## config.mk

```make
export PLATFORM = sky130hd
export DESIGN_NAME = mem_arbiter
export DESIGN_NICKNAME = d
export VERILOG_FILES = /design/src/rtl/mem_arbiter.sv
export SDC_FILE = /design/constraint.sdc
export NUM_CORES = 1
export LEC_CHECK = 0
export CORE_ASPECT_RATIO = 0.6
export CORE_MARGIN = 4
export CORE_UTILIZATION = 46
export DETAILED_ROUTE_END_ITERATION = 12
export GPL_TIMING_DRIVEN = 1
export HOLD_SLACK_MARGIN = 0.05
export PLACE_DENSITY = 0.9
export SLEW_MARGIN = 30
export SYNTH_ARGS = -nofsm -noshare
export SYNTH_HDL_FRONTEND = slang
export SYNTH_SLANG_ARGS = --single-unit
```

## constraint.sdc

```tcl
create_clock -name clk -period 6.49 [get_ports clk]
set_clock_uncertainty 0.15 [all_clocks]
set_input_delay 1.947 -clock clk [delete_from_list [all_inputs] [get_ports clk]]
set_output_delay 1.947 -clock clk [all_outputs]
set_load 0.02 [all_outputs]
```

## src/rtl/mem_arbiter.sv

```systemverilog
// ---------------------------------------------------------------------------
// mem_arbiter
//
// Two-port arbiter and sequencer in front of the unified single-port latency
// memory. The instruction-fetch port (IF, read-only) and the data-memory
// port (DM, read/write) share the memory one transaction at a time. For each
// granted transaction the block drives a single issue cycle on the memory
// (cs/wen/addr/data_in), counts out the fixed memory latency, captures
// data_out in the cycle it is valid, and returns a one-cycle ready pulse to
// the requester.
//
// Ports:
//   clk        clock
//   rst        asynchronous, active-high reset
//   if_req     IF read request, level, held until if_ready
//   if_addr    IF address, sampled at grant
//   if_ready   one-cycle pulse, if_rdata valid
//   if_rdata   IF read data, held until the next IF response
//   dm_req     DM request, level, held until dm_ready
//   dm_we      DM write enable (1 = write), sampled at grant
//   dm_addr    DM address, sampled at grant
//   dm_wdata   DM write data, sampled at grant
//   dm_ready   one-cycle pulse, read data valid or write committed
//   dm_rdata   DM read data, held until the next DM read response
//   mem_cs     memory chip select
//   mem_wen    memory write enable, active-low (0 = write)
//   mem_addr   memory address
//   mem_wdata  memory data_in
//   mem_rdata  memory data_out
//   busy       high whenever the sequencer is not idle
// ---------------------------------------------------------------------------
module mem_arbiter #(
    parameter int ASIZE   = 16,
    parameter int DSIZE   = 16,
    parameter int LATENCY = 3,
    parameter int CNTW    = 2
) (
    input  logic             clk,
    input  logic             rst,

    input  logic             if_req,
    input  logic [ASIZE-1:0] if_addr,
    output logic             if_ready,
    output logic [DSIZE-1:0] if_rdata,

    input  logic             dm_req,
    input  logic             dm_we,
    input  logic [ASIZE-1:0] dm_addr,
    input  logic [DSIZE-1:0] dm_wdata,
    output logic             dm_ready,
    output logic [DSIZE-1:0] dm_rdata,

    output logic             mem_cs,
    output logic             mem_wen,
    output logic [ASIZE-1:0] mem_addr,
    output logic [DSIZE-1:0] mem_wdata,
    input  logic [DSIZE-1:0] mem_rdata,

    output logic             busy
);

    localparam logic [1:0] IDLE  = 2'd0;
    localparam logic [1:0] ISSUE = 2'd1;
    localparam logic [1:0] WAIT  = 2'd2;
    localparam logic [1:0] RESP  = 2'd3;

    localparam logic PORT_IF = 1'b0;
    localparam logic PORT_DM = 1'b1;

    // Counter load value: WAIT lasts LATENCY cycles, counting down to zero.
    localparam logic [CNTW-1:0] CNT_LOAD = CNTW'(LATENCY - 1);

    logic [1:0]       state;
    logic [1:0]       next_state;
    logic [CNTW-1:0]  cnt;
    logic             last_grant;
    logic             grant_port;
    logic [ASIZE-1:0] lat_addr;
    logic             lat_we;
    logic [DSIZE-1:0] lat_wdata;
    logic [DSIZE-1:0] if_rdata_q;
    logic [DSIZE-1:0] dm_rdata_q;

    logic             any_req;
    logic             pick_dm;

    // Arbitration decision, only acted on in IDLE. DM wins when it is the
    // only requester, or on a tie when IF had the previous grant. Because
    // last_grant resets to IF, the first tie after reset goes to DM.
    always_comb begin
        any_req = if_req | dm_req;
        pick_dm = dm_req & (~if_req | (last_grant == PORT_IF));
    end

    // Next-state logic. ISSUE and RESP are single-cycle states; WAIT leaves
    // once the latency counter has reached zero, so cnt never underflows.
    always_comb begin
        next_state = state;
        case (state)
            IDLE: begin
                if (any_req) begin
                    next_state = ISSUE;
                end
            end
            ISSUE: begin
                next_state = WAIT;
            end
            WAIT: begin
                if (cnt == '0) begin
                    next_state = RESP;
                end
            end
            RESP: begin
                next_state = IDLE;
            end
            default: begin
                next_state = IDLE;
            end
        endcase
    end

    // State register. Reset aborts any transaction in flight; because the
    // ready pulses are decoded from RESP, no pulse can follow an abort.
    always_ff @(posedge clk or posedge rst) begin
        if (rst) begin
            state <= IDLE;
        end else begin
            state <= next_state;
        end
    end

    // Latency counter: loaded while issuing, counted down while waiting.
    // The value in WAIT tells how many more cycles until mem_rdata is valid.
    always_ff @(posedge clk or posedge rst) begin
        if (rst) begin
            cnt <= '0;
        end else if (state == ISSUE) begin
            cnt <= CNT_LOAD;
        end else if (state == WAIT && cnt != '0) begin
            cnt <= cnt - CNTW'(1);
        end
    end

    // Grant capture. Everything the memory needs is latched on the grant
    // edge, so the requester is free to change its address and data lines
    // afterwards without disturbing the transaction. IF is read-only, so its
    // write enable and write data are forced to zero.
    always_ff @(posedge clk or posedge rst) begin
        if (rst) begin
            last_grant <= PORT_IF;
            grant_port <= PORT_IF;
            lat_addr   <= '0;
            lat_we     <= 1'b0;
            lat_wdata  <= '0;
        end else if (state == IDLE && any_req) begin
            if (pick_dm) begin
                last_grant <= PORT_DM;
                grant_port <= PORT_DM;
                lat_addr   <= dm_addr;
                lat_we     <= dm_we;
                lat_wdata  <= dm_wdata;
            end else begin
                last_grant <= PORT_IF;
                grant_port <= PORT_IF;
                lat_addr   <= if_addr;
                lat_we     <= 1'b0;
                lat_wdata  <= '0;
            end
        end
    end

    // Read data capture on the last WAIT cycle, which is exactly the cycle
    // the memory presents valid data_out. Writes leave the port's read data
    // untouched so the requester keeps its previous read result.
    always_ff @(posedge clk or posedge rst) begin
        if (rst) begin
            if_rdata_q <= '0;
            dm_rdata_q <= '0;
        end else if (state == WAIT && cnt == '0 && !lat_we) begin
            if (grant_port == PORT_DM) begin
                dm_rdata_q <= mem_rdata;
            end else begin
                if_rdata_q <= mem_rdata;
            end
        end
    end

    // Output decode from state and registers only. The memory commits a
    // write whenever its pipeline sees wen low, so wen is held high in every
    // state except ISSUE, and the address/data buses are parked at zero
    // outside the issue cycle.
    always_comb begin
        mem_cs    = (state == ISSUE);
        mem_wen   = ~((state == ISSUE) & lat_we);
        mem_addr  = (state == ISSUE) ? lat_addr  : '0;
        mem_wdata = (state == ISSUE) ? lat_wdata : '0;
        if_ready  = (state == RESP) & (grant_port == PORT_IF);
        dm_ready  = (state == RESP) & (grant_port == PORT_DM);
        if_rdata  = if_rdata_q;
        dm_rdata  = dm_rdata_q;
        busy      = (state != IDLE);
    end

endmodule

```

After elaboration in Yosys (flattened, before gate mapping)
Index checks and enable logic that the tools add are counted.
{ "word_totals": {"inputBits": 69, "ff_bits": 70, "output_inout_bits": 69, "word_cells": 47} }
{ "op_classes": {"add_sub_neg": 1, "n_reduce_logical": 13, "bitwise": 9, "eq_ne": 5, "n_mux": 11} }
{ "ops": {"columns": ["op", "count"], "rows": [
  ["two-way mux 16 bit", 4],
  ["two-way mux 2 bit", 4],
  ["case mux 2 bit (4 select lines)", 1],
  ["AND reduction 2 bit", 3],
  ["nonzero test 2 bit", 3],
  ["AND 1 bit", 4],
  ["== test 2 bit, second input constant", 2],
  ["logical AND 1 bit", 4],
  ["zero test 2 bit", 2],
  ["inverter 1 bit", 3],
  ["== test 2 x 1 -> 1 bit, second input constant", 1],
  ["two-way mux 1 bit", 2],
  ["!= test 2 x 1 -> 1 bit, second input constant", 1],
  ["!= test 2 bit, second input constant", 1],
  ["OR 1 bit", 2],
  ["subtractor 2 x 1 -> 2 bit, second input constant", 1],
  ["zero test 1 bit", 1]
]} }

Logic depth before layout (Yosys ltp)
Gate-level depths: netlist (run 1).
{ "depth": {"word_depth": 4, "mapped_depth": 6, "depth_no_buf": 5} }

Worst setup path after synthesis (run 1)
No wires, ideal clock.
{ "synth_path": {"path_kind": "reg2out", "from": "reg state[1]", "to": "out mem_wdata[10]", "path_slack_ns": 3.050, "t_required_ns": 4.393, "arrival_time_ns": 1.343, "path_stages_with_launch": 5, "n_path_buf": 1, "cell_sequence": "dfrtp_1 inv_1 ha_1 clkbuf_1 and2_1"} }
{ "synth_between": {"elab_chain_cells": 2} }
{ "synth_lines": {"columns": ["item", "line", "source"], "rows": [
  ["start, declared", "73", "logic [1:0] state;"],
  ["start signal, assigned", "128", "state <= next_state;"],
  ["== test 2 x 1 -> 1 bit", null, null],
  ["net mem_cs", "53", "output logic mem_cs,"],
  ["two-way mux 16 bit", "196", "mem_wdata = (state == ISSUE) ? lat_wdata : '0;"],
  ["end, declared", "56", "output logic [DSIZE-1:0] mem_wdata,"]
]} }
The timed path passes the listed nets, and every way through them passes these cells.

Worst setup path after layout (run 1)
{ "layout_path": {"from": "reg state[1]", "to": "out mem_addr[6]"} }
{ "layout_between": {"elab_chain_cells": 2} }
{ "layout_lines": {"columns": ["item", "line", "source"], "rows": [
  ["== test 2 x 1 -> 1 bit", "195", "mem_addr = (state == ISSUE) ? lat_addr : '0;"],
  ["two-way mux 16 bit", "195", null],
  ["end, declared", "55", "output logic [ASIZE-1:0] mem_addr,"]
]} }
Every way passes these cells.

==> results of run 1 <==
-- layout make-up --
type | count | area, µm² | area share (%)
Sequential cell | 70 | 1750 | 35.4
Timing Repair Buffer | 141 | 1420 | 28.7
Multi-Input combinational cell | 171 | 1310 | 26.3
Clock buffer | 11 | 233 | 4.70
Tap cell | 87 | 109 | 2.20
Clock inverter | 5 | 108 | 2.17
Inverter | 7 | 26.3 | 0.530
-- per-stage QoR --
step / setup slack (ns) / hold slack, ns / std cells / area (µm²)
5_1_grt: 1.99 / 0.364 / 492 / 4950
3_5_place_dp: 2.14 / 0.337 / 475 / 4580
2_1_floorplan: 2.62 / 0.315 / 263 / 3190
6_report: 2.13 / 0.347 / 492 / 4950
3_3_place_gp: 2.25 / 0.333 / 475 / 4580
4_1_cts: 1.79 / 0.350 / 491 / 4920
-- layer usage --
layer	share of wire (%)	wire, µm
met1	42	3610
met2	48	4070
met4	1.6	134
met3	8.5	730
met5	0	0
-- worst max path at each step --
stage / startpoint / cells after the start / slack (ns) / endpoint
finish: state[1]$_DFFE_PP0P_ / 4 / 2.13 / mem_addr[6]
detailed placement: state[1]$_DFFE_PP0P_ / 4 / 2.14 / mem_addr[15]
global placement: state[1]$_DFFE_PP0P_ / 4 / 2.25 / mem_addr[13]
global route: state[1]$_DFFE_PP0P_ / 4 / 1.99 / mem_addr[9]
CTS: state[1]$_DFFE_PP0P_ / 4 / 1.79 / mem_addr[15]
floorplan: rst / 1 / 2.62 / cnt[0]$_DFFE_PP0P_
-- flip-flops by register name, summed over array words and instances (netlist names) --
| name | flops |
|---|---|
| dm_rdata | 16 |
| if_rdata | 16 |
| lat_addr | 16 |
| lat_wdata | 16 |
| cnt | 2 |
| state | 2 |
| grant_port | 1 |
| lat_we | 1 |
-- power groups by stage --
stage	Clock, mW	Combinational, mW	Sequential [mW]
2_1_floorplan	0	0.598	0.876
3_3_place_gp	0	1.15	0.774
3_5_place_dp	0	1.19	0.786
4_1_cts	0.562	1.19	0.783
5_1_grt	0.583	1.27	0.811
6_report	0.553	1.18	0.788
-- worst register-to-register path: stages (launching register included) --
cell and delay, ns:
dfrtp_1 0.42, inv_1 0.12, ha_1 0.29, nor4bb_4 0.23, buf_4 0.33, mux2_2 0.38
-- cell usage after synthesis (all sizes together) --
| master | count |
|---|---|
| dfrtp | 70 |
| and2 | 33 |
| mux2 | 33 |
| a21oi | 32 |
| nor2 | 20 |
| a22o | 17 |
| nand2 | 17 |
| buf | 10 |
| inv | 7 |
| ha | 6 |
| clkbuf | 5 |
| and2b | 2 |
| a211o | 1 |
| a21bo | 1 |
| a21boi | 1 |
| a21o | 1 |
| nand4b | 1 |
| nor3b | 1 |
| nor4bb | 1 |
| o21a | 1 |
| o21ai | 1 |
| o32a | 1 |
| xnor2 | 1 |
-- cells by family (layout without fill, tap and decap cells) --
family | after synthesis | count (layout) | share of synthesized area (%)
xor+xnor | 1 | 1 | 0.275
mux | 33 | 33 | 12.8
compound gates | 56 | 56 | 11.7
simple gates | 75 | 75 | 13.7
buf+inv | 22 | 164 | 4.24
fa+ha+maj | 6 | 6 | 2.35
flops | 70 | 70 | 54.9
==> results.json, run 1 <==
{
  "critPathTopFamily": "buffers and inverters",
  "required_ns": 4.39,
  "switching_share_pct": 34.9,
  "worst_pin_slew_ns": 0.729,
  "post-route-drc-count": 0,
  "hp-start": "lat_wdata[15]$_DFFE_PP0P_",
  "avgSynthCellArea_um2": 12.1,
  "use_met1_pct": 25.5,
  "hold_viol_final": 0,
  "n_fill_cell": 466,
  "cp_max_fo": 36,
  "clkPwrFrac_pct": 21.9,
  "antenna_cells": 0,
  "vias_per_cell": 5.06,
  "grt_first_pass_wirelength_mm": 13.0,
  "fin_crit_ns": 4.36,
  "final-setup-viol-count": 0,
  "p_per_area_nw_per_um2": 510,
  "root_buffer": "clkbuf_16",
  "syn_inst": 263,
  "power.internal_mw": 1.64,
  "setup.worst_path.class": "register to primary output",
  "endpoint_kind": "primary output",
  "yosysWarningCount": 0,
  "synthDistinctLibCells": 29,
  "detail-route-antenna-nets": 0,
  "grt_pass1_vias": 2601,
  "p_comb_share_pct": 46.9,
  "relSlewSlack_pct": 51.1,
  "antenna_found_initial": 0,
  "drt_iter0_markers": 298,
  "power_mw": 2.52,
  "clk_path_buf_depth": 2,
  "cp-start-kind": "register",
  "htree_levels": 3,
  "clock_latency_ns": 0.33,
  "synth_area_leaders": "dfrtp_1 55%, mux2_2 8.1%, and2_1 6.3%, a21oi_1 5.0%, mux2_4 4.7%",
  "hold_class": "register to register",
  "die_w_um": 115,
  "dpl.hpwl_mm": 6.00,
  "maxSlewViolCount": 0,
  "final_nets": 475,
  "core_area_um2": 6710,
  "slowest_stage": "clkdlybuf4s50_1",
  "overflow": 0,
  "drive_gt1_share_pct": 15.3,
  "crit_arrival_ns": 2.27,
  "gp_congestion": 0.859,
  "setup_tns_ns": 0,
  "area_growth_pct": 55.3,
  "clk_pin_slew_ns": 0.05,
  "port_buffers": 137,
  "synth.cell_area_um2": 3190,
  "synth_seq_cells": 70,
  "grt_busiest_layer": "met2",
  "dr.pass1.iters": 5,
  "maxCapViolations": 0,
  "wl_mm": 8.55,
  "grt_usage_pct": 20.1,
  "fin_util_pct": 73.9,
  "path_cells": "inv_1 -> ha_2 -> and2_1 -> clkdlybuf4s50_1",
  "num_rows": 23,
  "wire_per_inst_um": 17.4,
  "slowest_delay_ns": 0.61,
  "reg2reg_from": "state[0]$_DFFE_PP0P_",
  "total_leakage_power_nw": 2.16,
  "synth_nets": 338,
  "fmax_mhz": 229,
  "rsz0062_at_grt": "no",
  "r2r-end": "if_rdata[11]$_DFFE_PP0P_",
  "ff2ff_path_depth": 5,
  "rrSetupSlack_ns": 4.47,
  "hold_depth": 1,
  "grt_max_degree": 71,
  "hold_end": "lat_wdata[15]$_DFFE_PP0P_",
  "path_buf_inv": 2,
  "met3_usage_pct": 6.67,
  "outcome": "completed",
  "ir_drop_uv": 231,
  "period_share_pct": 67.2,
  "cts_made_buffers": 9,
  "ios": 138,
  "die_y_um": 72.5,
  "synth.largest_area_cell": "dfrtp_1",
  "yosysTopAreaCellShare_pct": 54.9,
  "cts_tree": "done",
  "vias": 2490,
  "power.share.sequential_pct": 31.2,
  "layout_common_cells": "137 x clkdlybuf4s50_1, 70 x dfrtp_1, 32 x a21oi_1, 32 x and2_1, 23 x mux2_2",
  "yosysSeqAreaShare_pct": 54.9,
  "switchingPower_uw": 880,
  "post_cts_resize_count": 0,
  "layout_commonest_cell": "clkdlybuf4s50_1",
  "clock_sinks": 70,
  "ctsHoldBuffers": 0,
  "post-cts-setup-buffers": 0,
  "initial_core_util_pct": 47.6,
  "met2_usage_pct": 32.9,
  "dieArea_um2": 8370
}
Power figures use the tool's default switching activity.
==> run 2: changes to the inputs <==
CORE_UTILIZATION = 42   (was 46)
PLACE_DENSITY = 0.84   (was 0.9)
clock period = 4.3 ns   (was 6.49 ns; I/O delays follow)
==> results.json, run 2 (same netlist as run 1, synthesis figures left out) <==
{
  "maxSlewViolCount": 0,
  "switchingPower_mw": 1.34,
  "period_share_pct": 84.3,
  "ir_drop_uv": 316,
  "maxCapViolations": 0,
  "die_w_um": 121,
  "core_area_um2": 7330,
  "final-setup-viol-count": 0,
  "endpoint_kind": "primary output",
  "hold_depth": 1,
  "total_leakage_power_nw": 2.14,
  "vias": 2510,
  "cp.depth": 5,
  "clock_latency_ns": 0.32,
  "die_y_um": 75.5,
  "switching_share_pct": 36.1,
  "layout_commonest_cell": "clkdlybuf4s50_1",
  "antenna_found_initial": 0,
  "cts_tree": "done",
  "critPathTopFamily": "buffers and inverters",
  "fmax_mhz": 276,
  "ff2ff_path_depth": 5,
  "cts_made_buffers": 9,
  "outcome": "completed",
  "setup.worst_path.class": "register to primary output",
  "htree_levels": 3,
  "post_cts_resize_count": 0,
  "grt_max_degree": 71,
  "cp_max_fo": 13,
  "hold_viol_final": 0,
  "grt_pass1_vias": 2626,
  "detail-route-antenna-nets": 0,
  "path_cells": "inv_1 -> ha_1 -> buf_4 -> and2_1 -> clkdlybuf4s50_1",
  "post-route-drc-count": 0,
  "initial_core_util_pct": 43.5,
  "worst_pin_slew_ns": 0.785,
  "drt_iter0_markers": 145,
  "ctsHoldBuffers": 0,
  "ios": 138,
  "antenna_cells": 0,
  "slowest_delay_ns": 0.61,
  "slowest_stage": "clkdlybuf4s50_1",
  "fin_crit_ns": 3.63,
  "num_rows": 24,
  "power.share.sequential_pct": 31.9,
  "hold_class": "register to register",
  "gp_congestion": 0.754,
  "post-cts-setup-buffers": 0,
  "layout_common_cells": "137 x clkdlybuf4s50_1, 70 x dfrtp_1, 32 x a21oi_1, 32 x and2_1, 23 x mux2_2",
  "multiInputGateArea_um2": 1300,
  "cp-startpoint": "state[1]$_DFFE_PP0P_",
  "grt_usage_pct": 19.3,
  "reg2reg_from": "state[0]$_DFFE_PP0P_",
  "area_growth_pct": 54.3,
  "relSlewSlack_pct": 47.3,
  "final-seq-area_um2": 1750,
  "hp-start": "lat_wdata[12]$_DFFE_PP0P_",
  "n_fill_cell": 583,
  "crit_arrival_ns": 2.19,
  "required_ns": 2.86,
  "hold_ws_ns": 0.347,
  "clkPwrFrac_pct": 19.5,
  "grt_first_pass_wirelength_mm": 13.7,
  "clk_path_buf_depth": 2,
  "root_buffer": "clkbuf_16",
  "path_buf_inv": 3,
  "overflow": 0,
  "rsz0062_at_grt": "no",
  "wl_mm": 8.45,
  "p_comb_share_pct": 48.6,
  "wire_per_inst_um": 16.6,
  "setup_tns_ns": 0,
  "dieArea_um2": 9100,
  "port_buffers": 137,
  "dpl.hpwl_mm": 6.18,
  "final_nets": 476,
  "dr.pass1.iters": 4,
  "drive_gt1_share_pct": 15.8,
  "cp-start-kind": "register",
  "p_per_area_nw_per_um2": 754,
  "clk_pin_slew_ns": 0.06,
  "vias_per_cell": 4.92,
  "power.internal_mw": 2.37,
  "clock_sinks": 70
}
==> run 2: changes by cell type in the layout (fill, tap and decap cells not counted), sizes merged <==
cell / previous run / this run
buf: 4 / 5
bufinv: 3 / 1
clkbuf: 11 / 9
clkinv: 2 / 3
clkinvlp: 0 / 2
inv: 7 / 8
==> run 2: cell type report <==
class | instances | area share (%)
Clock buffer | 9 | 4.58
Clock inverter | 7 | 1.47
Inverter | 7 | 0.534
Multi-Input combinational cell | 171 | 26.5
Sequential cell | 70 | 35.6
Tap cell | 104 | 2.64
Timing Repair Buffer | 142 | 28.7
==> run 2: final timing paths <==
kind | slack [ns] | to
max reg2reg | 2.28 | if_rdata[10]$_DFFE_PP0P_
max | 0.67 | mem_wdata[2]
max in group asynchronous | 2.24 | lat_wdata[4]$_DFFE_PP0P_
min reg2reg | 0.35 | lat_wdata[12]$_DFFE_PP0P_
min in group asynchronous | 1.33 | if_rdata[6]$_DFFE_PP0P_
min | 0.35 | lat_wdata[12]$_DFFE_PP0P_
==> run 2: power by group through the flow <==
stage / Sequential, mW / Clock [mW] / Combinational (mW)
2_1_floorplan: 1.32 / 0 / 0.903
3_3_place_gp: 1.18 / 0 / 1.76
3_5_place_dp: 1.19 / 0 / 1.82
4_1_cts: 1.19 / 0.741 / 1.82
5_1_grt: 1.23 / 0.772 / 1.93
6_report: 1.18 / 0.723 / 1.80
==> run 2: worst register-to-register path, cell delays in order (launching register included) <==
cell and delay [ns]:
dfrtp_1 0.42, inv_1 0.13, ha_1 0.28, nor4bb_4 0.22
buf_4 0.32, mux2_2 0.38
==> run 2: stage by stage <==
stage	setup slack, ns	std cells	area (µm²)	util (%)	total power, mW
finish	0.673	510	4920	67.2	3.71
floorplan	1.09	263	3190	-	2.23
CTS	0.646	510	4920	67.1	3.75
detailed placement	0.999	494	4620	63.0	3.01
global placement	1.09	494	4620	63.0	2.94
global route	0.528	510	4920	67.2	3.93
==> run 2: per-layer routing <==
layer	wire [µm]	vias up	global-route usage (%)
met5	0	-	0
met4	48	0	5.15
met3	714	6	6.38
met2	3910	108	31.4
met1	3780	1220	25.5
li1	-	1176	-
